**config.mk**
```make
export PLATFORM = sky130hd
export DESIGN_NAME = bus_addr_router
export DESIGN_NICKNAME = d
export VERILOG_FILES = /design/src/rtl/bus_router_pkg.sv /design/src/rtl/addr_region_decode.sv /design/src/rtl/bus_addr_router.sv
export SDC_FILE = /design/constraint.sdc
export NUM_CORES = 1
export LEC_CHECK = 0
export BUFFER_PORTS_ARGS = -buffer_cell sky130_fd_sc_hd__buf_2
export CAP_MARGIN = 20
export CORE_AREA = 2 2 110 112
export CTS_BUF_LIST = sky130_fd_sc_hd__clkbuf_16
export CTS_CLUSTER_DIAMETER = 120
export DETAILED_ROUTE_END_ITERATION = 6
export DIE_AREA = 0 0 112 114
export GPL_ROUTABILITY_DRIVEN = 0
export HOLD_SLACK_MARGIN = 0.1
export PLACE_DENSITY = 0.73
export SETUP_SLACK_MARGIN = 0.02
export SYNTH_ARGS = -nofsm -noshare
export SYNTH_HDL_FRONTEND = slang
export SYNTH_HIERARCHICAL = 1
export SYNTH_SLANG_ARGS = --single-unit
```
**constraint.sdc**
```tcl
create_clock -name clk -period 6.65 [get_ports clk]
set_input_delay 0 -clock clk [delete_from_list [all_inputs] [get_ports clk]]
set_output_delay 0 -clock clk [all_outputs]
set_load 0.03 [all_outputs]
```
**src/rtl/bus_router_pkg.sv**
```systemverilog
// ============================================================================
// Module      : bus_router_pkg
// Description : Shared types and region-map checks for the bus address router
//               family (FSM state encoding, alignment/overlap helpers).
// Revision    : 1.0 - initial release
// ============================================================================
`default_nettype none

package bus_router_pkg;

    // Router transaction state
    typedef enum logic [1:0] {
        ST_IDLE  = 2'd0,
        ST_ISSUE = 2'd1,
        ST_WAIT  = 2'd2,
        ST_ERR   = 2'd3
    } router_state_e;

    // Width of each entry in the base/size parameter tables
    localparam int REGION_FIELD_W = 32;

    // A region is aligned when no base bit falls inside its size mask
    function automatic bit region_aligned(
        input logic [REGION_FIELD_W-1:0] base,
        input int unsigned               size_log2
    );
        logic [REGION_FIELD_W-1:0] mask;
        if (size_log2 >= REGION_FIELD_W) begin
            mask = '1;
        end else begin
            mask = (32'd1 << size_log2) - 32'd1;
        end
        return (base & mask) == '0;
    endfunction

    // Two aligned power-of-two regions overlap exactly when the larger one
    // contains the base of the smaller one.
    function automatic bit regions_overlap(
        input logic [REGION_FIELD_W-1:0] base_a,
        input int unsigned               log_a,
        input logic [REGION_FIELD_W-1:0] base_b,
        input int unsigned               log_b
    );
        int unsigned big;
        big = (log_a > log_b) ? log_a : log_b;
        if (big >= REGION_FIELD_W) begin
            return 1'b1;
        end
        return (base_a >> big) == (base_b >> big);
    endfunction

endpackage

`default_nettype wire

```
**src/rtl/addr_region_decode.sv**
```systemverilog
// ============================================================================
// Module      : addr_region_decode
// Description : Combinational address decoder. Matches the address against
//               aligned power-of-two regions, returns a lowest-index-priority
//               one-hot hit vector, an any-hit flag and the region offset.
// Revision    : 1.0 - initial release
// ============================================================================
`default_nettype none

module addr_region_decode
    import bus_router_pkg::*;
#(
    parameter int ADDR_WIDTH        = 16,
    parameter int MAPPED_ADDR_WIDTH = 12,
    parameter int SLAVE_NUM         = 4,
    parameter logic [SLAVE_NUM-1:0][REGION_FIELD_W-1:0] SLAVE_BASE =
        {32'h4000, 32'h2000, 32'h1000, 32'h0000},
    parameter logic [SLAVE_NUM-1:0][REGION_FIELD_W-1:0] SLAVE_SIZE_LOG2 =
        {32'd12, 32'd13, 32'd12, 32'd12}
) (
    input  logic [ADDR_WIDTH-1:0]        addr,
    output logic [SLAVE_NUM-1:0]         hit,
    output logic                         any_hit,
    output logic [MAPPED_ADDR_WIDTH-1:0] offset
);

    logic [REGION_FIELD_W-1:0]                       addr_ext;
    logic [SLAVE_NUM-1:0]                            raw_hit;
    logic [SLAVE_NUM-1:0][MAPPED_ADDR_WIDTH-1:0]     region_offset;

    assign addr_ext = REGION_FIELD_W'(addr);

    if (ADDR_WIDTH > REGION_FIELD_W) begin : g_bad_addr_width
        $error("addr_region_decode: ADDR_WIDTH wider than region table entries");
    end

    for (genvar j = 0; j < SLAVE_NUM; j++) begin : g_region
        localparam int unsigned               SZ   = SLAVE_SIZE_LOG2[j];
        localparam logic [REGION_FIELD_W-1:0] MASK =
            (SZ >= REGION_FIELD_W) ? '1 : ((32'd1 << SZ) - 32'd1);

        // Mask match: compare only the bits above the region size
        assign raw_hit[j]       = (SZ >= REGION_FIELD_W) ? 1'b1 :
                                  ((addr_ext >> SZ) == (SLAVE_BASE[j] >> SZ));
        assign region_offset[j] = MAPPED_ADDR_WIDTH'(addr_ext & MASK);

        if (!region_aligned(SLAVE_BASE[j], SZ)) begin : g_misaligned
            $error("addr_region_decode: region %0d base not aligned to its size", j);
        end

        for (genvar k = j + 1; k < SLAVE_NUM; k++) begin : g_pair
            if (regions_overlap(SLAVE_BASE[j], SZ, SLAVE_BASE[k], SLAVE_SIZE_LOG2[k])) begin : g_overlap
                $error("addr_region_decode: regions %0d and %0d overlap", j, k);
            end
        end
    end

    // Priority pick: scanning downward lets the lowest matching index win
    always_comb begin
        hit    = '0;
        offset = '0;
        for (int j = SLAVE_NUM - 1; j >= 0; j--) begin
            if (raw_hit[j]) begin
                hit    = '0;
                hit[j] = 1'b1;
                offset = region_offset[j];
            end
        end
    end

    assign any_hit = |raw_hit;

endmodule

`default_nettype wire

```
**src/rtl/bus_addr_router.sv**
```systemverilog
// ============================================================================
// Module      : bus_addr_router
// Description : Single-master to N-slave router. Decodes the master address,
//               registers the one-hot select and region offset, holds the
//               transfer until the selected slave acks, and reports a bus
//               error for unmapped addresses or ack timeout.
// Revision    : 1.0 - initial release
// ============================================================================
`default_nettype none

module bus_addr_router
    import bus_router_pkg::*;
#(
    parameter int ADDR_WIDTH        = 16,
    parameter int MAPPED_ADDR_WIDTH = 12,
    parameter int DATA_WIDTH        = 32,
    parameter int SLAVE_NUM         = 4,
    parameter logic [SLAVE_NUM-1:0][REGION_FIELD_W-1:0] SLAVE_BASE =
        {32'h4000, 32'h2000, 32'h1000, 32'h0000},
    parameter logic [SLAVE_NUM-1:0][REGION_FIELD_W-1:0] SLAVE_SIZE_LOG2 =
        {32'd12, 32'd13, 32'd12, 32'd12},
    parameter int TIMEOUT_CYCLES    = 255
) (
    input  logic                            clk,
    input  logic                            rst,
    input  logic                            m_req,
    input  logic                            m_we,
    input  logic [ADDR_WIDTH-1:0]           m_addr,
    input  logic [DATA_WIDTH-1:0]           m_wdata,
    output logic                            m_ready,
    output logic                            m_rvalid,
    output logic [DATA_WIDTH-1:0]           m_rdata,
    output logic                            m_err,
    output logic [SLAVE_NUM-1:0]            s_sel,
    output logic                            s_we,
    output logic [MAPPED_ADDR_WIDTH-1:0]    s_addr,
    output logic [DATA_WIDTH-1:0]           s_wdata,
    input  logic [SLAVE_NUM-1:0]            s_ack,
    input  logic [SLAVE_NUM*DATA_WIDTH-1:0] s_rdata
);

    // A zero timeout disables the check; keep the counter at least one bit
    localparam bit            TIMEOUT_EN  = (TIMEOUT_CYCLES != 0);
    localparam int            CNT_W       = (TIMEOUT_CYCLES > 0) ? $clog2(TIMEOUT_CYCLES + 1) : 1;
    localparam logic [CNT_W-1:0] TIMEOUT_VAL = CNT_W'(TIMEOUT_CYCLES);
    localparam logic [CNT_W-1:0] CNT_MAX     = '1;

    if (SLAVE_NUM < 1) begin : g_bad_slave_num
        $error("bus_addr_router: SLAVE_NUM must be at least 1");
    end

    router_state_e                  state_q, state_d;
    logic [SLAVE_NUM-1:0]           sel_q, sel_d;
    logic                           we_q, we_d;
    logic [MAPPED_ADDR_WIDTH-1:0]   addr_q, addr_d;
    logic [DATA_WIDTH-1:0]          wdata_q, wdata_d;
    logic                           rvalid_q, rvalid_d;
    logic [DATA_WIDTH-1:0]          rdata_q, rdata_d;
    logic                           err_q, err_d;
    logic [CNT_W-1:0]               cnt_q, cnt_d;

    logic [SLAVE_NUM-1:0]           dec_hit;
    logic                           dec_any_hit;
    logic [MAPPED_ADDR_WIDTH-1:0]   dec_offset;
    logic                           ack_hit;
    logic [DATA_WIDTH-1:0]          sel_rdata;

    addr_region_decode #(
        .ADDR_WIDTH        (ADDR_WIDTH),
        .MAPPED_ADDR_WIDTH (MAPPED_ADDR_WIDTH),
        .SLAVE_NUM         (SLAVE_NUM),
        .SLAVE_BASE        (SLAVE_BASE),
        .SLAVE_SIZE_LOG2   (SLAVE_SIZE_LOG2)
    ) u_decode (
        .addr    (m_addr),
        .hit     (dec_hit),
        .any_hit (dec_any_hit),
        .offset  (dec_offset)
    );

    // Only the latched slave's ack counts; others are masked off
    assign ack_hit = |(s_ack & sel_q);

    // AND-OR read-data mux driven by the registered one-hot select
    always_comb begin
        sel_rdata = '0;
        for (int j = 0; j < SLAVE_NUM; j++) begin
            if (sel_q[j]) begin
                sel_rdata = sel_rdata | s_rdata[j*DATA_WIDTH +: DATA_WIDTH];
            end
        end
    end

    // Next-state and registered-output computation for the transfer FSM
    always_comb begin
        state_d  = state_q;
        sel_d    = sel_q;
        we_d     = we_q;
        addr_d   = addr_q;
        wdata_d  = wdata_q;
        rvalid_d = 1'b0;
        err_d    = 1'b0;
        rdata_d  = rdata_q;
        cnt_d    = cnt_q;

        case (state_q)
            ST_IDLE: begin
                if (m_req) begin
                    if (dec_any_hit) begin
                        sel_d   = dec_hit;
                        addr_d  = dec_offset;
                        we_d    = m_we;
                        wdata_d = m_wdata;
                        cnt_d   = '0;
                        state_d = ST_ISSUE;
                    end else begin
                        state_d = ST_ERR;
                    end
                end
            end

            ST_ISSUE, ST_WAIT: begin
                if (ack_hit) begin
                    rdata_d  = sel_rdata;
                    rvalid_d = 1'b1;
                    sel_d    = '0;
                    state_d  = ST_IDLE;
                end else if (TIMEOUT_EN && (state_q == ST_WAIT) && (cnt_q >= TIMEOUT_VAL)) begin
                    rdata_d  = '0;
                    rvalid_d = 1'b1;
                    err_d    = 1'b1;
                    sel_d    = '0;
                    state_d  = ST_IDLE;
                end else begin
                    state_d = ST_WAIT;
                    if (cnt_q != CNT_MAX) begin
                        cnt_d = cnt_q + 1'b1;
                    end
                end
            end

            ST_ERR: begin
                rdata_d  = '0;
                rvalid_d = 1'b1;
                err_d    = 1'b1;
                state_d  = ST_IDLE;
            end

            default: begin
                state_d = ST_IDLE;
            end
        endcase
    end

    // State and datapath registers; reset clears everything immediately
    always_ff @(posedge clk or posedge rst) begin
        if (rst) begin
            state_q  <= ST_IDLE;
            sel_q    <= '0;
            we_q     <= 1'b0;
            addr_q   <= '0;
            wdata_q  <= '0;
            rvalid_q <= 1'b0;
            rdata_q  <= '0;
            err_q    <= 1'b0;
            cnt_q    <= '0;
        end else begin
            state_q  <= state_d;
            sel_q    <= sel_d;
            we_q     <= we_d;
            addr_q   <= addr_d;
            wdata_q  <= wdata_d;
            rvalid_q <= rvalid_d;
            rdata_q  <= rdata_d;
            err_q    <= err_d;
            cnt_q    <= cnt_d;
        end
    end

    assign m_ready  = (state_q == ST_IDLE);
    assign m_rvalid = rvalid_q;
    assign m_rdata  = rdata_q;
    assign m_err    = err_q;
    assign s_sel    = sel_q;
    assign s_we     = we_q;
    assign s_addr   = addr_q;
    assign s_wdata  = wdata_q;

endmodule

`default_nettype wire

```
**Word-level counts from Yosys, hierarchy flattened**

Index checks and enable logic that the tools add are counted.

- Register bits: 93
- Bits in latches: 0
- Bits in writable memories: 0
- Memory bits (read-only): 0
- Logic and storage cells: 76
- Memories: 0

- Add/subtract/negate cells: 1
- Multipliers: 0
- Div/mod/pow operators: 0
- Order comparisons: 1
- Eq/ne operators: 13
- Shift operators: 0
- Muxes and demuxes: 36
- Bitwise gates (word level): 4
- Reductions and logical operators: 12

Operators by type and width:

| kind | count |
|---|---|
| 32-bit two-way mux | 6 |
| 32-bit bitwise OR | 3 |
| 32-bit case mux with 2 select lines | 1 |
| 12-bit two-way mux | 4 |
| 8-bit two-way mux | 5 |
| 32-bit zero test | 1 |
| 4-bit two-way mux | 8 |
| 8-bit case mux with 2 select lines | 1 |
| 8-bit by 1-bit adder with 8-bit output, second input constant | 1 |
| 8-bit greater-or-equal comparator, second input constant | 1 |
| 2-bit two-way mux | 4 |
| 2-bit != test, second input constant | 4 |
| 8-bit != test, second input constant | 1 |
| 4-bit case mux with 2 select lines | 1 |
| 4-bit OR reduction | 2 |
| 2-bit case mux with 3 select lines | 1 |
| 6-bit AND reduction | 1 |
| 4-bit bitwise AND | 1 |
| 2-bit equality test, second input constant | 2 |
| 4-bit by 1-bit equality test with 1-bit output, second input constant | 1 |
| 4-bit by 3-bit equality test with 1-bit output, second input constant | 1 |
| 1-bit case mux with 2 select lines | 2 |
| 4-bit AND reduction | 1 |
| 2-bit nonzero test | 2 |
| 10 further kinds | 12 |

**Longest topological paths before layout**

Gate-level depths: netlist (run 1).

- Word-level depth: 9
- Gate-level depth with buffers: 8
- Mapped depth without buffers: 7

**Modules after synthesis**

The synthesis (run 1) kept the hierarchy.

By module, submodules not included:

| module | instances | cells each | area each (um^2) | sequential area each (um^2) |
|---|---|---|---|---|
| bus_addr_router | 1 | 341 | 4331.7 | 2327.2 |
| addr_region_decode | 1 | 21 | 201.4 | 0.0 |

**Least setup slack after synthesis (run 1)**

No wires, ideal clock.

- Kind: reg2reg
- Start point: register state_q[0]
- End point: register cnt_q[7]
- Arrival: 2.185 ns
- Required time: 6.584 ns
- Slack: 4.399 ns
- Cell stages (with the launch flop): 9
- Buffers on the path: 1
- Period minus slack after synthesis: 2.251 ns
- Cells stage by stage: dfrtp_1 inv_1 ha_1 clkbuf_1 nand3_1 o21ai_0 nand4_4 or4_1 nand2_1

- Elaborated cells between the ends (all ways): 13

RTL lines:

| what | line | source |
|---|---|---|
| start, declared | bus_addr_router.sv:52 | `router_state_e state_q, state_d;` |
| start signal, assigned | bus_addr_router.sv:168 | `state_q <= state_d;` |
| 2-bit zero test * | n/a |  |
| net m_ready | bus_addr_router.sv:30 | `output logic m_ready,` |
| 2-bit by 1-bit != test with 1-bit output (no source line) (tied with other cells) | n/a |  |
| 6-bit AND reduction (no source line) | n/a |  |
| end signal, assigned | bus_addr_router.sv:176 | `cnt_q <= cnt_d;` |
| end, declared | bus_addr_router.sv:60 | `logic [CNT_W-1:0] cnt_q, cnt_d;` |

The timed path passes the listed nets; every way through them passes the cells marked *.
A chain may end at the register's enable or synchronous reset.

**Worst setup path in the final report (run 1)**

- Start point: register state_q[1]
- End point: register cnt_q[7]

- Cells in the longest elaborated chain, start to end: 4
- Elaborated cells between the ends (all ways): 13

RTL lines:

| what | line |
|---|---|
| 2-bit equality test / 2-bit by 1-bit equality test with 1-bit output (equally long branches) | bus_addr_router.sv:106, bus_addr_router.sv:128 |
| 2-bit OR reduction / 1-bit logical AND (equally long branches) | bus_addr_router.sv:106, bus_addr_router.sv:128 |
| 2-bit != test (no source line) / 2-bit nonzero test (equally long branches) | n/a |
| 6-bit AND reduction (no source line) | n/a |

Several ways; a longest one is shown, not always the timed one.

==> flow_metrics.tcl, run 1 <==
set metrics [dict create \
    synthAdderAreaFrac 0.01380 \
    die_area_um2 12770 \
    cp-end-kind "flop" \
    overflow 0 \
    ys_warn_count 6 \
    synthSimpleGateAreaFrac 0.08032 \
    numCtsBuffers 9 \
    rsz0062_at_grt "no" \
    port_buffers 267 \
    clock-sinks 93 \
    cts_root_buf "clkbuf_16" \
    drc 0 \
    drt_iter0_drc 445 \
    fin_crit_ns 2.392 \
    num-fill-cells 883 \
    clock.fmax_mhz 418.0 \
    synth_compound_gate_area_share 0.2316 \
    initial_utilization 0.3871 \
    die_height_um 114 \
    grt_pass1_vias 5091 \
    synth_area_um2 4533 \
    cts_tree "yes" \
    p_seq_frac 0.327 \
    syn_inst 362 \
    core-area_um2 11710 \
    leakage_nw 3.586 \
    tns_ns 0 \
    swShare 0.4000 \
    cp_max_fo 11 \
    grt_max_degree 75 \
    final_nets 914 \
    synth.ff_latch_count 93 \
    powerDensity_nw_per_um2 336.6 \
    vias_per_cell 5.449 \
    hold_viol_final 0 \
    ant_nets 0 \
    maxCapViolations 0 \
    synth.area.mux_share 0.1209 \
    critical_path.startpoint_type "flop" \
    pin_count 268 \
    core.rowCount 40 \
    fin_util 0.6358 \
    setup_viol 0 \
    syn_nets 551 \
    drt_pass1_iterations 4 \
    die_w_um 112 \
    via_count 4795 \
    antenna_found_initial 3 \
    hpwlAfterDp_um 10490 \
    finalWirelength_um 16920 \
    cts_max_level 3 \
    cts_resized 0 \
    path_class "flop to flop" \
    tightest_slew_ns 0.9481 \
    areaGrowthSynthToFinish_pct 64.26 \
    p_int_mw 1.504 \
    synth_edf_count 0 \
    yosysUniqueCellTypes 39 \
    synth_top_flop_cell "dfrtp_1" \
    switchingPower_mw 1.003 \
    drive_gt1_frac 0.4795 \
    synthArstFlopShare 1.000 \
    postSynthAreaPerCell_um2 12.52 \
    fin_ws_ns 4.258 \
    clkPwrFrac 0.237 \
    power_frac_comb 0.436 \
    slew_headroom 0.3679 \
    grt_first_pass_wirelength_um 26040 \
    insertion_delay_ns 0.35 \
    synthXorXnorAreaFrac 0 \
    ir_worst_vdd_mv 0.3044 \
    cp.required_ns 6.93 \
    fin_skew_ns 0.01032 \
    place_ws_ns 4.227 \
    path_clk_slew_ns 0.06 \
    post-route-period-util 0.3598 \
    yosysSeqAreaShare 0.5134 \
    grtUsageTotal 0.2594 \
    arrival_ns 2.67 \
    hp-class "input pin to flop" \
    outcome "completed" \
    wire_per_inst_um 19.22 \
    clockBufferDepth 2 \
    final_max_slew_viol_count 0 \
    synth_top_family_by_area "compound AO/OA/AOI/OAI gates" \
]
## cell type report
type                       instances  area, um^2  area share
clock inverter                     7       121.4     0.01630
sequential                        93        2327      0.3126
timing repair buffer             386        2530      0.3398
multi-input combinational        230        2029      0.2726
tap                              147       183.9     0.02470
clock buffer                       9       225.2     0.03025
inverter                           5       21.27    0.002857
antenna                            3       7.507    0.001008
## metal layers
layer	track usage	wire length [um]	vias to the layer above
met5	0	0	-
met4	0.1285	671	0
met3	0.06748	1590	46
met2	0.4537	8307	293
met1	0.2963	6346	2291
li1	-	-	2165
## worst max-delay path: stages (launching register included)
cell     delay (ns)
dfrtp_1        0.39
inv_1          0.08
ha_1           0.43
inv_1          0.22
o21ai_0        0.51
nand4_4        0.20
or4_1          0.43
nand2_1        0.08
## logic make-up (layout without fill, tap and decap cells)
kind of cell               Yosys count  count (layout)
adders and majority gates            5               5
AOI/OAI and AO/OA                  124             124
and+or+nand+nor                     52              52
buffers and inverters               39             407
DFF                                 93              93
muxes                               49              49
other                                0               3
## stage by stage
step	cell area [um^2]	power, mW	cells	hold slack (ns)
2_1_floorplan	4533	1.522	362	0.1506
3_5_place_dp	5943	1.825	748	-0.04953
5_1_grt	7446	2.635	880	0.1198
3_3_place_gp	5943	1.791	748	-0.05189
6_report	7446	2.507	880	0.1165
4_1_cts	7411	2.495	876	0.1036
## synth_stat cells (2+ instances only)
| cell type | instances | area (um^2) |
|---|---|---|
| dfrtp_1 | 93 | 2327 |
| o2bb2ai_1 | 32 | 280.3 |
| a221oi_1 | 32 | 280.3 |
| buf_6 | 2 | 22.52 |
| o221ai_1 | 2 | 17.52 |
| nand2_1 | 11 | 41.29 |
| inv_1 | 5 | 18.77 |
| nor3b_1 | 4 | 30.03 |
| nor2_1 | 6 | 22.52 |
| nand3_1 | 6 | 30.03 |
| buf_4 | 4 | 30.03 |
| buf_2 | 4 | 20.02 |
| o21a_1 | 2 | 15.01 |
| nand4_1 | 3 | 18.77 |
| nor3b_2 | 9 | 112.6 |
| clkbuf_1 | 24 | 90.09 |
| nor4b_1 | 2 | 17.52 |
| a22o_1 | 37 | 324.1 |
| a21oi_1 | 6 | 30.03 |
| mux2_2 | 46 | 518.0 |
| and3_1 | 2 | 12.51 |
| o21ai_0 | 7 | 35.03 |
| mux2i_1 | 3 | 30.03 |
| ha_1 | 5 | 62.56 |
## power groups by stage
| stage | Sequential [mW] | Combinational, mW | Clock (mW) |
|---|---|---|---|
| 2_1_floorplan | 1.10 | 0.418 | 0 |
| 6_report | 0.819 | 1.09 | 0.595 |
| 4_1_cts | 0.814 | 1.08 | 0.603 |
| 5_1_grt | 0.839 | 1.16 | 0.634 |
| 3_3_place_gp | 0.812 | 0.979 | 0 |
| 3_5_place_dp | 0.820 | 1.00 | 0 |
## path summary, 6_finish.rpt
check	startpoint	to	slack [ns]	cells past startpoint
worst min-delay path	s_ack[2]	cnt_q[3]	0.12	4
worst max-delay path	state_q[1]	cnt_q[7]	4.26	7
worst max register to register	state_q[1]	cnt_q[7]	4.26	7
worst min register to register	m_rdata[9]	m_rdata[9]	0.48	1
min in group asynchronous	rst	s_wdata[18]	0.16	3
max in group asynchronous	rst	m_rdata[30]	5.27	4
## what timing repair did
item / CTS / global route
buffers inserted: 0 / 0
hold buffers: 112 / 0
endpoints found under the hold margin: 99 / 0
## placed cells by master (no fill, tap or decap), types with 3 or more instances in the layout
master,n
o21ai_0,7
dlygate4sd3_1,112
nand2_1,11
a221oi_1,32
a21oi_1,6
nor2_1,6
mux2_2,46
buf_4,6
diode_2,3
inv_1,4
a22o_1,37
nor3b_2,9
dfrtp_1,93
ha_1,5
bufinv_16,3
o2bb2ai_1,32
mux2i_1,3
buf_2,267
nand3_1,5
clkbuf_16,9
nand4_1,3
nor3b_1,4
## flip-flops by register name, summed over array words and instances (netlist names)
name      count
m_rvalid      1
m_err         1
state_q       2
s_addr       12
cnt_q         8
s_sel         4
s_wdata      32
m_rdata      32
s_we          1
(Power assumes the default switching activity.)
==> run 2, diff against run 1 <==
Settings changed: PLACE_DENSITY 0.73 to 0.76.
Clock period 6.65 ns to 2.02 ns, I/O delays scaled along.
==> run 2 against run 1 <==
Compared with the run above:
- power grew to 3.3 times the previous value
- largest cell class unchanged
- first-iteration DRC count down 6.1%
- via count shrank 0.27%
- critical path depth down 2
- die area unchanged
- critical endpoint is now m_rdata[7]
- combinational power grew to 3.4 times the previous value
- routed wire length down 3.5%
- critical path type unchanged
==> flow_metrics.tcl, run 2 (synthesis gave the netlist of run 1 again) <==
set metrics [dict create \
    drt_iter0_drc 418 \
    leakage_nw 3.654 \
    path_clk_slew_ns 0.06 \
    wire_per_inst_um 18.28 \
    cp.required_ns 2.25 \
    rsz0062_at_grt "yes" \
    mostFrequentLayoutCell "buf_2" \
    timing.rr.end "m_rdata[7]" \
    hpwlAfterDp_um 10700 \
    post-route-period-util 0.9616 \
    drive_gt1_frac 0.4818 \
    insertion_delay_ns 0.34 \
    clockBufferDepth 2 \
    die_height_um 114 \
    hold_start "m_addr[0]" \
    die_area_um2 12770 \
    cts_root_buf "clkbuf_16" \
    cts_max_level 3 \
    place_ws_ns 0.1175 \
    die_w_um 112 \
    r2r_start "s_sel[3]" \
    ir_worst_vdd_mv 0.9580 \
    areaGrowthSynthToFinish_pct 67.51 \
    hp-class "input pin to flop" \
    ant_nets 0 \
    tightest_slew_ns 0.4867 \
    antenna_found_initial 5 \
    critical_path.startpoint_type "flop" \
    fin_skew_ns 0.006788 \
    grt_first_pass_wirelength_um 26030 \
    grt_max_degree 90 \
    clock-sinks 93 \
    hold_viol_final 0 \
    setup_viol 0 \
    fin_ws_ns 0.07762 \
    total_power_mw 8.323 \
    vias_per_cell 5.355 \
    core.rowCount 40 \
    final_max_slew_viol_count 0 \
    rr_worst_depth 5 \
    numCtsBuffers 9 \
    outcome "completed" \
    cp-end-kind "flop" \
    cp_max_fo 34 \
    core-area_um2 11710 \
    fin_util 0.6484 \
    drt_pass1_iterations 4 \
    path_class "flop to flop" \
    powerDensity_nw_per_um2 1096 \
    pin_count 268 \
    grtUsageTotal 0.2591 \
    slew_headroom 0.6755 \
    maxCapViolations 0 \
    num-fill-cells 851 \
    fin_crit_ns 1.942 \
    cts_tree "yes" \
    final_nets 926 \
    tns_ns 0 \
    hold_path_end "s_addr[0]" \
    final_cell_mix "buf_2, dlygate4sd3_1, dfrtp_1" \
    arrival_ns 2.17 \
    grt_pass1_vias 5191 \
    initial_utilization 0.3871 \
    crit_start "s_sel[3]" \
    overflow 0 \
    via_count 4782 \
    regToRegSetupSlack_ns 0.08 \
    hold_path_depth 3 \
    port_buffers 267 \
    finalWirelength_um 16330 \
    drc 0 \
    clock.fmax_mhz 514.8 \
]
==> run 2: cell types whose count changed in the layout (fill, tap and decap cells not counted), sizes merged <==
cell and change:
diode +2, dlygate4sd3 +6, inv -1, buf +6, clkinvlp +1, clkinv -1
==> run 2: metal layers <==
layer / part of all wire / vias to the layer above / global-route usage
met3: 0.094 / 49 / 0.07598
met4: 0.042 / 0 / 0.1333
met2: 0.47 / 271 / 0.4319
met5: 0 / - / 0
li1: - / 2186 / -
met1: 0.39 / 2276 / 0.3062
==> run 2: cell type report <==
cell class                 instances  area, um^2  area share
timing repair buffer             398        2676      0.3524
sequential                        93        2327      0.3065
multi-input combinational        230        2042      0.2689
clock buffer                       9       225.2     0.02966
tap                              147       183.9     0.02422
clock inverter                     6       103.9     0.01368
inverter                           5       22.52    0.002966
antenna                            5       12.51    0.001648
==> run 2: stage by stage <==
stage | instance area (um^2) | cells | hold slack [ns]
final | 7594 | 893 | 0.1139
after global routing | 7591 | 892 | 0.1363
after CTS | 7564 | 888 | 0.1054
after detailed placement | 6053 | 755 | -0.08494
after global placement | 6053 | 755 | -0.09238
after floorplan | 4549 | 362 | 0.1506
==> run 2: critical path: stages (launching register included) <==
cell           delay (ns)
dfrtp_1              0.41
buf_4                0.28
a22o_1               0.28
a221oi_1             0.20
dlygate4sd3_1        0.58
o2bb2ai_1            0.07
==> run 2: worst max-delay path by stage <==
stage | to | depth (start not counted)
CTS | m_rdata[7] | 5
detailed placement | cnt_q[7] | 7
floorplan | cnt_q[7] | 6
global placement | cnt_q[7] | 7
finish | m_rdata[7] | 5
global route | cnt_q[7] | 7
==> run 2: power by group <==
part	switching [mW]	internal [mW]
clock network	0.693	1.19
registers	0.304	2.40
logic	2.26	1.48
==> run 2: what timing repair did <==
| item | CTS | global route |
|---|---|---|
| endpoints found under the hold margin | 177 | 0 |
| setup endpoints to repair | 0 | 17 |
| setup buffers | 0 | 0 |
| hold buffers | 118 | 0 |
| resized for setup | 0 | 4 |
